<file path="src/rtl/fb_write_arbiter_if.sv">
// ============================================================================
// Module   : fb_write_arbiter_if
// Brief    : CPU store, fill control and framebuffer memory port bundle.
// Revision : 1.0
// ============================================================================
`default_nettype none

interface fb_write_arbiter_if;
    logic        cpu_req;
    logic [31:0] cpu_addr;
    logic [2:0]  cpu_we;
    logic [23:0] cpu_data;
    logic        cpu_ack;
    logic        cpu_err;

    logic        fill_start;
    logic [23:0] fill_color;
    logic        fill_busy;
    logic        fill_done;

    logic        mem_sel;
    logic [31:0] mem_addr;
    logic [2:0]  mem_we;
    logic [23:0] mem_qin;

    // Requester side: drives CPU/fill requests, observes responses and memory port.
    modport master (
        output cpu_req, cpu_addr, cpu_we, cpu_data, fill_start, fill_color,
        input  cpu_ack, cpu_err, fill_busy, fill_done,
        input  mem_sel, mem_addr, mem_we, mem_qin
    );

    modport slave (
        input  cpu_req, cpu_addr, cpu_we, cpu_data, fill_start, fill_color,
        output cpu_ack, cpu_err, fill_busy, fill_done,
        output mem_sel, mem_addr, mem_we, mem_qin
    );
endinterface

`default_nettype wire

</file>
<file path="src/rtl/fb_write_arbiter.sv">
// ============================================================================
// Module   : fb_write_arbiter
// Brief    : Round-robin share of the framebuffer write port between a CPU
//            store path and a single-colour fill engine.
// Revision : 1.0
// ============================================================================
`default_nettype none

module fb_write_arbiter #(
    parameter logic [31:0] BASE_ADDR  = 32'h0020_0000,
    parameter int          NUM_PIXELS = 57600,
    parameter int          CNT_W      = 16
) (
    input  wire logic           clk,
    input  wire logic           rst,
    fb_write_arbiter_if.slave   bus
);

    localparam logic [31:0]      c_end_addr = BASE_ADDR + 32'(NUM_PIXELS);
    localparam logic [CNT_W-1:0] c_last_ptr = CNT_W'(NUM_PIXELS - 1);

    typedef enum logic [1:0] {
        ST_IDLE = 2'd0,
        ST_FILL = 2'd1,
        ST_DONE = 2'd2
    } state_t;

    state_t           r_state;
    state_t           w_state_next;
    logic             w_fill_accept;
    logic             w_fill_busy;
    logic             w_fill_done;

    logic             r_last_cpu;
    logic [CNT_W-1:0] r_ptr;
    logic [23:0]      r_color;

    logic             r_mem_sel;
    logic [31:0]      r_mem_addr;
    logic [2:0]       r_mem_we;
    logic [23:0]      r_mem_qin;
    logic             r_cpu_ack;
    logic             r_cpu_err;

    logic             w_cpu_pend;
    logic             w_fill_pend;
    logic             w_grant_cpu;
    logic             w_grant_fill;
    logic             w_in_window;

    // A request whose ack is on the bus this cycle was already served.
    assign w_cpu_pend   = bus.cpu_req && !r_cpu_ack;
    assign w_fill_pend  = (r_state == ST_FILL);
    assign w_grant_cpu  = w_cpu_pend  && (!w_fill_pend || !r_last_cpu);
    assign w_grant_fill = w_fill_pend && (!w_cpu_pend  ||  r_last_cpu);
    assign w_in_window  = (bus.cpu_addr >= BASE_ADDR) && (bus.cpu_addr < c_end_addr);

    always_ff @(posedge clk or posedge rst) begin
        if (rst) begin
            r_state <= ST_IDLE;
        end else begin
            r_state <= w_state_next;
        end
    end

    always_comb begin
        w_state_next  = r_state;
        w_fill_accept = 1'b0;
        w_fill_busy   = 1'b0;
        w_fill_done   = 1'b0;
        case (r_state)
            ST_IDLE: begin
                if (bus.fill_start) begin
                    w_state_next  = ST_FILL;
                    w_fill_accept = 1'b1;
                end
            end
            ST_FILL: begin
                w_fill_busy = 1'b1;
                if (w_grant_fill && (r_ptr == c_last_ptr)) begin
                    w_state_next = ST_DONE;
                end
            end
            ST_DONE: begin
                w_fill_done  = 1'b1;
                w_state_next = ST_IDLE;
            end
            default: begin
                w_state_next = ST_IDLE;
            end
        endcase
    end

    always_ff @(posedge clk or posedge rst) begin
        if (rst) begin
            r_last_cpu <= 1'b0;
            r_ptr      <= '0;
            r_color    <= '0;
            r_mem_sel  <= 1'b0;
            r_mem_addr <= '0;
            r_mem_we   <= '0;
            r_mem_qin  <= '0;
            r_cpu_ack  <= 1'b0;
            r_cpu_err  <= 1'b0;
        end else begin
            r_mem_sel <= 1'b0;
            r_mem_we  <= '0;
            r_cpu_ack <= 1'b0;
            r_cpu_err <= 1'b0;
            if (w_grant_cpu) begin
                r_cpu_ack  <= 1'b1;
                r_last_cpu <= 1'b1;
                if (w_in_window) begin
                    r_mem_sel  <= 1'b1;
                    r_mem_addr <= bus.cpu_addr;
                    r_mem_we   <= bus.cpu_we;
                    r_mem_qin  <= bus.cpu_data;
                end else begin
                    r_cpu_err  <= 1'b1;
                end
            end else if (w_grant_fill) begin
                r_mem_sel  <= 1'b1;
                r_mem_addr <= BASE_ADDR + 32'(r_ptr);
                r_mem_we   <= 3'b111;
                r_mem_qin  <= r_color;
                r_last_cpu <= 1'b0;
                // Pointer parks on the last pixel; it never wraps.
                if (r_ptr != c_last_ptr) begin
                    r_ptr <= r_ptr + 1'b1;
                end
            end
            if (w_fill_accept) begin
                r_color <= bus.fill_color;
                r_ptr   <= '0;
            end
        end
    end

    assign bus.mem_sel   = r_mem_sel;
    assign bus.mem_addr  = r_mem_addr;
    assign bus.mem_we    = r_mem_we;
    assign bus.mem_qin   = r_mem_qin;
    assign bus.cpu_ack   = r_cpu_ack;
    assign bus.cpu_err   = r_cpu_err;
    assign bus.fill_busy = w_fill_busy;
    assign bus.fill_done = w_fill_done;

endmodule

`default_nettype wire

</file>
<file path="src/flat_wrapper.sv">
// flat-port wrapper written by rule: the top's interface ports become plain ports
module fb_write_arbiter_flat 
#(
    parameter logic [31:0] BASE_ADDR  = 32'h0020_0000,
    parameter int          NUM_PIXELS = 57600,
    parameter int          CNT_W      = 16
)
  (clk, rst, bus_cpu_req, bus_cpu_addr, bus_cpu_we, bus_cpu_data, bus_fill_start, bus_fill_color, bus_cpu_ack, bus_cpu_err, bus_fill_busy, bus_fill_done, bus_mem_sel, bus_mem_addr, bus_mem_we, bus_mem_qin);
  fb_write_arbiter_if bus_i ();
  input  wire logic clk;
  input  wire logic rst;
  input wire logic [$bits(bus_i.cpu_req)-1:0] bus_cpu_req;
  input wire logic [$bits(bus_i.cpu_addr)-1:0] bus_cpu_addr;
  input wire logic [$bits(bus_i.cpu_we)-1:0] bus_cpu_we;
  input wire logic [$bits(bus_i.cpu_data)-1:0] bus_cpu_data;
  input wire logic [$bits(bus_i.fill_start)-1:0] bus_fill_start;
  input wire logic [$bits(bus_i.fill_color)-1:0] bus_fill_color;
  output wire logic [$bits(bus_i.cpu_ack)-1:0] bus_cpu_ack;
  output wire logic [$bits(bus_i.cpu_err)-1:0] bus_cpu_err;
  output wire logic [$bits(bus_i.fill_busy)-1:0] bus_fill_busy;
  output wire logic [$bits(bus_i.fill_done)-1:0] bus_fill_done;
  output wire logic [$bits(bus_i.mem_sel)-1:0] bus_mem_sel;
  output wire logic [$bits(bus_i.mem_addr)-1:0] bus_mem_addr;
  output wire logic [$bits(bus_i.mem_we)-1:0] bus_mem_we;
  output wire logic [$bits(bus_i.mem_qin)-1:0] bus_mem_qin;
  assign bus_i.cpu_req = bus_cpu_req;
  assign bus_i.cpu_addr = bus_cpu_addr;
  assign bus_i.cpu_we = bus_cpu_we;
  assign bus_i.cpu_data = bus_cpu_data;
  assign bus_i.fill_start = bus_fill_start;
  assign bus_i.fill_color = bus_fill_color;
  assign bus_cpu_ack = bus_i.cpu_ack;
  assign bus_cpu_err = bus_i.cpu_err;
  assign bus_fill_busy = bus_i.fill_busy;
  assign bus_fill_done = bus_i.fill_done;
  assign bus_mem_sel = bus_i.mem_sel;
  assign bus_mem_addr = bus_i.mem_addr;
  assign bus_mem_we = bus_i.mem_we;
  assign bus_mem_qin = bus_i.mem_qin;
  fb_write_arbiter #(.BASE_ADDR(BASE_ADDR), .NUM_PIXELS(NUM_PIXELS), .CNT_W(CNT_W)) u_core (.clk(clk), .rst(rst), .bus(bus_i));
endmodule
</file>
<file path="config.mk">
export PLATFORM = sky130hd
export DESIGN_NAME = fb_write_arbiter_flat
export DESIGN_NICKNAME = d
export VERILOG_FILES = /design/src/rtl/fb_write_arbiter_if.sv /design/src/rtl/fb_write_arbiter.sv /design/src/flat_wrapper.sv
export SDC_FILE = /design/constraint.sdc
export NUM_CORES = 1
export LEC_CHECK = 0
export BUFFER_PORTS_ARGS = -buffer_cell sky130_fd_sc_hd__buf_2
export CELL_PAD_IN_SITES_DETAIL_PLACEMENT = 0
export CELL_PAD_IN_SITES_GLOBAL_PLACEMENT = 1
export CORE_ASPECT_RATIO = 1.2
export CORE_MARGIN = 4
export CORE_UTILIZATION = 39
export CTS_CLUSTER_SIZE = 14
export DETAILED_ROUTE_END_ITERATION = 8
export GPL_TIMING_DRIVEN = 0
export PLACE_DENSITY_LB_ADDON = 0.1
export REMOVE_ABC_BUFFERS = 1
export SYNTH_ARGS = -nofsm -noshare
export SYNTH_HDL_FRONTEND = slang
export SYNTH_SLANG_ARGS = --single-unit
</file>
<file path="constraint.sdc">
create_clock -name clk -period 4 [get_ports clk]
set_clock_uncertainty 0.1 [all_clocks]
set_input_delay 0.6 -clock clk [delete_from_list [all_inputs] [get_ports clk]]
set_output_delay 0.6 -clock clk [all_outputs]
set_load 0.01 [all_outputs]
</file>
==> results.py, run 1 <==
metrics = {
    "placed_design": {
        "gp_congestion": 0.7798,
        "portBuffers": 150,
        "post_detail_place_hpwl_um": 8454,
        "numPlacedInstances": 713,
        "dp_worst_setup_slack_ps": 1294,
    },
    "detailed_routing": {
        "via_count": 3564,
        "wirelength_met1_um": 4882,
        "average_detailed_routed_wire_length_per_instance_um": 15.78,
        "initialDrtViolationCount": 81,
        "topRoutingLayerUsed": "met5",
        "finalWirelength_um": 11500,
        "vias_per_cell": 4.889,
        "postRouteAntennaNets": 0,
        "first_pass_iters": 4,
        "met3_wirelength_um": 831,
        "drc": 0,
        "wl_met2_um": 5638,
    },
    "floorplanning": {
        "initial_core_util": 0.4051,
        "die_y_um": 128.9,
        "io_pins": 151,
        "core_area_um2": 11730,
        "num_rows": 43,
        "fp.dieArea_um2": 14020,
        "dieWidth_um": 108.8,
    },
    "synthesis": {
        "synthTopCellsByCount": "sky130_fd_sc_hd__dfrtp_1, sky130_fd_sc_hd__nand2_1, sky130_fd_sc_hd__mux2_2",
        "yosysWarnings": 0,
        "synthesis.instances": 419,
        "synthDistinctLibCells": 45,
        "synth_edf_count": 0,
        "synth_largest_type_area_fraction": 0.5531,
        "synth.cell_area_um2": 4751,
        "synth.top_cells.by_area": "sky130_fd_sc_hd__dfrtp_1, sky130_fd_sc_hd__mux2_2, sky130_fd_sc_hd__nand2_1",
        "yosysSeqAreaShare": 0.5531,
        "netlist.top_cell.by_area": "sky130_fd_sc_hd__dfrtp_1",
        "ys_dominant_reg_cell": "sky130_fd_sc_hd__dfrtp_1",
        "cell_with_the_most_instances_after_synthesis": "sky130_fd_sc_hd__dfrtp_1",
        "post_synthesis_area_per_instance_um2": 11.34,
        "postSynth.asyncResetShare": 1.000,
        "synth.ff_latch_count": 105,
    },
    "clock_tree": {
        "postCtsSetupBuffers": 0,
        "cts_max_path_buffers": 2,
        "post_cts_resize_count": 0,
        "clkLatencyLatePin_ps": 340,
        "clock-root-buffer": "sky130_fd_sc_hd__clkbuf_16",
        "tritoncts": "built",
        "numClockSinks": 105,
        "cts_made_buffers": 9,
        "post_cts_hold_buffer_count": 0,
        "cts.reportedPaths.clkPinSlew_ps": 70,
        "h-tree-depth": 3,
    },
    "sta": {
        "report.final.hold_viol_count": 0,
        "max_slew.worst_pin.slew_ps": 967.7,
        "final_slew_viol_count": 0,
        "max_freq_ghz": 0.4294,
        "rsz0062_at_grt": "no",
        "final_period_minus_worst_setup_slack_ps": 2329,
        "hold_slack_ps": 192.5,
        "setup_tns_ps": 0,
        "setup_ws_ps": 1671,
        "maxSlewHeadroom": 0.3549,
        "fin_crit_sh": 0.5822,
        "report.final.setup_viol": 0,
    },
    "layout": {
        "layout.filler_cells": 1152,
        "final-instance-count-excl-fill": 729,
        "final_nets": 655,
        "syn2layout_area_growth_pct": 27.28,
        "post_route_cells_drive_above_1_share": 0.4388,
        "antenna_cells_inserted": 0,
    },
    "pwr": {
        "internal_power_uw": 1953,
        "cellPowerDensity_nw_per_um2": 447.2,
        "power.leakage_uw": 0.003074,
        "p_comb_frac": 0.205,
        "power.net_switching_uw": 751.0,
        "power_frac_seq": 0.483,
        "power.share.switching": 0.2777,
        "worst_ir_drop_on_vdd_mv": 0.1921,
        "clock_power_share": 0.312,
    },
    "global_routing": {
        "first_pass_grt_wire_length_um": 18570,
        "grt_start_max_net_pins": 69,
        "antenna_found_initial": 1,
        "global_route.usage.total": 0.1695,
        "grt_overflow": 0,
        "vias_in_the_first_global_route": 3673,
    },
    "critical_path": {
        "rr_worst_depth": 6,
        "required_time_reported_for_the_critical_path_endpoint_ps": 4120,
        "worstReg2RegStart": "u_core.r_state[1]",
        "top_fanout_value_on_the_critical_path": 22,
        "worstSetupPathType": "in -> reg",
        "endpoint_kind": "flip-flop",
        "r2r-end": "u_core.bus.mem_qin[6]",
        "reg2reg_slack_ps": 1700,
        "critPathArrivalTime_ps": 2450,
        "setup.worst_path.start_class": "input port",
    },
    "run_status": {
        "status": "finished, final reports clean",
    },
    "min_path": {
        "worstHoldPathType": "in -> async",
    },
    "flow_run": {
        "maxCapViolCount": 0,
    },
}
[layout by cell type, fill, tap and decap left out, drive strengths merged, types with 2 or more instances in the layout]
cell type,count
a21o,3
a21oi,7
a31oi,4
a41o,4
and3,4
and4,4
and4b,2
buf,158
clkbuf,13
clkinvlp,2
dfrtp,105
inv,18
mux2,80
mux2i,5
nand2,89
nand2b,5
nand3,9
nand4,3
nor2,23
nor3,3
nor3b,2
nor4,5
nor4b,2
o21ai,4
o311ai,2
o31ai,3
o41ai,2
or3,2
or3b,2
or4,3
[worst max-delay path, cell delays in order]
cell                      delay [ps]
sky130_fd_sc_hd__buf_2           100
sky130_fd_sc_hd__nor4b_2         280
sky130_fd_sc_hd__nand4_1         230
sky130_fd_sc_hd__o31ai_4         440
sky130_fd_sc_hd__buf_8           240
sky130_fd_sc_hd__buf_16          180
sky130_fd_sc_hd__mux2_2          350
[cell type report]
class / count / area, µm² / share of cell area
Timing Repair Buffer: 158 / 917.1 / 0.1517
Tap cell: 157 / 196.4 / 0.03248
Clock inverter: 3 / 23.77 / 0.003931
Inverter: 17 / 66.31 / 0.01097
Sequential cell: 105 / 2628 / 0.4345
Multi-Input combinational cell: 276 / 1956 / 0.3234
Clock buffer: 13 / 260.3 / 0.04304
[kinds of logic after synthesis]
| group | after synthesis | synth area share |
|---|---|---|
| simple gates | 160 | 0.1588 |
| flops | 105 | 0.5531 |
| mux | 85 | 0.2002 |
| buf+inv | 38 | 0.03977 |
| compound gates | 30 | 0.04556 |
| fa+ha+maj | 1 | 0.002633 |
[power groups by stage]
| stage | Sequential [µW] | Combinational, µW | Clock, µW |
|---|---|---|---|
| CTS | 1310 | 568 | 873 |
| global route | 1330 | 616 | 928 |
| global placement | 1320 | 531 | 0 |
| floorplan | 1350 | 288 | 0 |
| detailed placement | 1330 | 565 | 0 |
| finish | 1310 | 555 | 843 |
[per-layer routing]
layer	GRT usage	up-vias
met3	0.05268	10
met2	0.2816	95
met5	0	-
met4	0.05721	2
li1	-	1741
met1	0.2093	1716
[how the worst max path moves through the flow]
stage / startpoint / endpoint / slack, ps / cells past startpoint
6_report: bus_cpu_addr[22] / u_core.bus.mem_qin[18] / 1670 / 7
4_1_cts: bus_cpu_addr[22] / u_core.bus.mem_qin[18] / 1650 / 7
5_1_grt: bus_cpu_addr[22] / u_core.bus.mem_qin[3] / 1550 / 7
3_3_place_gp: bus_cpu_addr[23] / u_core.bus.mem_qin[14] / -1840 / 5
2_1_floorplan: bus_cpu_addr[26] / u_core.bus.mem_addr[0] / -100 / 4
3_5_place_dp: bus_cpu_addr[22] / u_core.bus.mem_qin[18] / 1290 / 7
[registers in the layout (all words and copies together) (netlist names)]
signal / cells
u_core.bus.cpu_err: 1
u_core.r_last_cpu: 1
u_core.r_ptr: 16
u_core.bus.mem_qin: 24
u_core.r_color: 24
u_core.bus.mem_we: 3
u_core.bus.mem_addr: 32
u_core.bus.cpu_ack: 1
u_core.bus.mem_sel: 1
u_core.r_state: 2
[metrics by stage]
stage	total power, µW	util	area [µm²]
2_1_floorplan	1637	-	4626
3_3_place_gp	1851	0.4751	5573
3_5_place_dp	1893	0.4914	5763
4_1_cts	2747	0.5156	6047
5_1_grt	2873	0.5156	6047
6_report	2704	0.5156	6047
(Power assumes the default switching activity.)
==> run 2: changes to the inputs <==
CORE_UTILIZATION = 35   (was 39)
clock period = 1.9 ns   (was 4 ns; I/O delays follow)
==> results.py, run 2 (same netlist as run 1, synthesis figures left out) <==
metrics = {
    "run_status": {
        "status": "complete, but fails checks",
        "violations": "setup timing",
    },
    "detailed_routing": {
        "postRouteAntennaNets": 0,
        "via_count": 3765,
        "finalWirelength_um": 13200,
        "drc": 0,
        "first_pass_iters": 5,
        "vias_per_cell": 4.915,
        "initialDrtViolationCount": 115,
        "average_detailed_routed_wire_length_per_instance_um": 17.24,
    },
    "clock_tree": {
        "cts_made_buffers": 9,
        "tritoncts": "built",
        "clock-root-buffer": "sky130_fd_sc_hd__clkbuf_16",
        "clkLatencyLatePin_ps": 340,
        "cts.reportedPaths.clkPinSlew_ps": 70,
        "h-tree-depth": 3,
        "cts_max_path_buffers": 2,
        "numClockSinks": 105,
    },
    "floorplanning": {
        "initial_core_util": 0.3589,
        "core_area_um2": 13240,
        "dieWidth_um": 114.4,
        "io_pins": 151,
        "num_rows": 46,
        "die_y_um": 135.6,
        "fp.dieArea_um2": 15510,
    },
    "layout": {
        "final_nets": 683,
        "post_route_cells_drive_above_1_share": 0.5100,
        "final_cell_mix": "sky130_fd_sc_hd__buf_2, sky130_fd_sc_hd__dfrtp_1, sky130_fd_sc_hd__nand2_1, sky130_fd_sc_hd__mux2_4, sky130_fd_sc_hd__nor2_1",
        "final-instance-count-excl-fill": 766,
        "final_common_cell": "sky130_fd_sc_hd__buf_2",
        "largest_reg_flops": 32,
        "antenna_cells_inserted": 0,
        "syn2layout_area_growth_pct": 42.80,
    },
    "pwr": {
        "cellPowerDensity_nw_per_um2": 934.9,
        "worst_ir_drop_on_vdd_mv": 0.6609,
        "power.leakage_uw": 0.003536,
    },
    "sta": {
        "rsz0062_at_grt": "yes",
        "fin_crit_sh": 1.020,
        "setup_tns_ps": -447.9,
        "max_slew.worst_pin.slew_ps": 683.2,
        "maxSlewHeadroom": 0.5445,
        "report.final.setup_viol": 22,
        "final_slew_viol_count": 0,
        "setup_ws_ps": -37.26,
        "report.final.hold_viol_count": 0,
        "max_freq_ghz": 0.5162,
        "final_period_minus_worst_setup_slack_ps": 1937,
    },
    "global_routing": {
        "antenna_found_initial": 1,
        "grt_overflow": 0,
        "vias_in_the_first_global_route": 3773,
        "global_route.usage.total": 0.1613,
        "grt_start_max_net_pins": 56,
        "first_pass_grt_wire_length_um": 19690,
    },
    "critical_path": {
        "rr_worst_depth": 7,
        "required_time_reported_for_the_critical_path_endpoint_ps": 2030,
        "worstSetupPathType": "reg -> reg",
        "top_fanout_value_on_the_critical_path": 5,
        "critPathArrivalTime_ps": 2060,
        "setup.worst_path.start_class": "flip-flop",
        "endpoint_kind": "flip-flop",
    },
    "placed_design": {
        "portBuffers": 150,
        "post_detail_place_hpwl_um": 8500,
        "numPlacedInstances": 725,
        "gp_congestion": 0.7245,
    },
    "min_path": {
        "worst_hold_path.num_cells": 3,
        "worstHoldPathType": "in -> reg",
    },
    "flow_run": {
        "maxCapViolCount": 0,
    },
}
run 2: cell count changes in the layout (fill, tap and decap cells not counted), moves of 3 or more:
cell,before,now
sky130_fd_sc_hd__buf_4,0,10
sky130_fd_sc_hd__clkbuf_16,9,13
sky130_fd_sc_hd__buf_6,1,11
sky130_fd_sc_hd__dfrtp_1,105,102
sky130_fd_sc_hd__buf_12,0,4
sky130_fd_sc_hd__dfrtp_2,0,3
sky130_fd_sc_hd__mux2_1,12,0
sky130_fd_sc_hd__mux2_4,0,73
sky130_fd_sc_hd__mux2_2,68,7
run 2: critical path, cell delays in order, from the launching register on:
cell and delay, ps:
sky130_fd_sc_hd__dfrtp_1 400, sky130_fd_sc_hd__nand2b_4 210, sky130_fd_sc_hd__inv_8 50, sky130_fd_sc_hd__a21oi_4 200, sky130_fd_sc_hd__buf_6 160, sky130_fd_sc_hd__clkbuf_16 150, sky130_fd_sc_hd__mux2_4 300, sky130_fd_sc_hd__mux2_4 250
run 2: path summary, 6_finish.rpt:
check	startpoint	to	slack (ps)
min in group asynchronous	rst	u_core.bus.mem_qin[14]	490
hold reg to reg	u_core.bus.mem_addr[21]	u_core.bus.mem_addr[21]	370
setup / recovery	u_core.r_state[1]	u_core.bus.mem_qin[12]	-40
setup reg to reg	u_core.r_state[1]	u_core.bus.mem_qin[12]	-40
max in group asynchronous	rst	u_core.r_last_cpu	490
hold / removal	bus_fill_color[2]	u_core.r_color[2]	30
run 2: layout make-up:
type | instances | area (µm²)
fill | 1276 | 6454
sequential | 105 | 2631
multi-input combinational | 277 | 2311
timing repair buffer | 185 | 1240
clock buffer | 11 | 252.7
tap | 168 | 210.2
inverter | 17 | 73.82
clock inverter | 3 | 65.06
run 2: metrics by stage:
step | instance area, µm² | power [µW] | hold WS (ps) | setup WS [ps] | util
floorplan | 4626 | 3445 | 290.4 | -1883 | -
global placement | 5587 | 3903 | 347.2 | -3706 | 0.4220
detailed placement | 5772 | 3979 | 340.2 | -743.7 | 0.4360
CTS | 6252 | 6100 | 15.42 | -77.38 | 0.4723
global route | 6784 | 6664 | 26.69 | -114.3 | 0.5125
finish | 6784 | 6342 | 28.34 | -37.26 | 0.5125
run 2: what timing repair did:
item	4_1_cts	5_1_grt
setup endpoints to repair	66	54
buffers inserted	10	10
hold endpoints to repair	50	0
pin swaps	3	9
resized for setup	11	98
cloned	1	5
hold buffers	1	0
run 2: per-layer routing:
metal / wire (µm) / up-vias / GRT usage
met1: 5648 / 1847 / 0.2023
met3: 829 / 17 / 0.04647
met2: 6477 / 110 / 0.2643
li1: - / 1789 / -
met4: 235 / 2 / 0.05941
met5: 13 / - / 0
run 2: power breakdown:
| group | switching (µW) | internal, µW |
|---|---|---|
| clock | 789 | 1210 |
| combinational | 664 | 919 |
| sequential | 229 | 2530 |
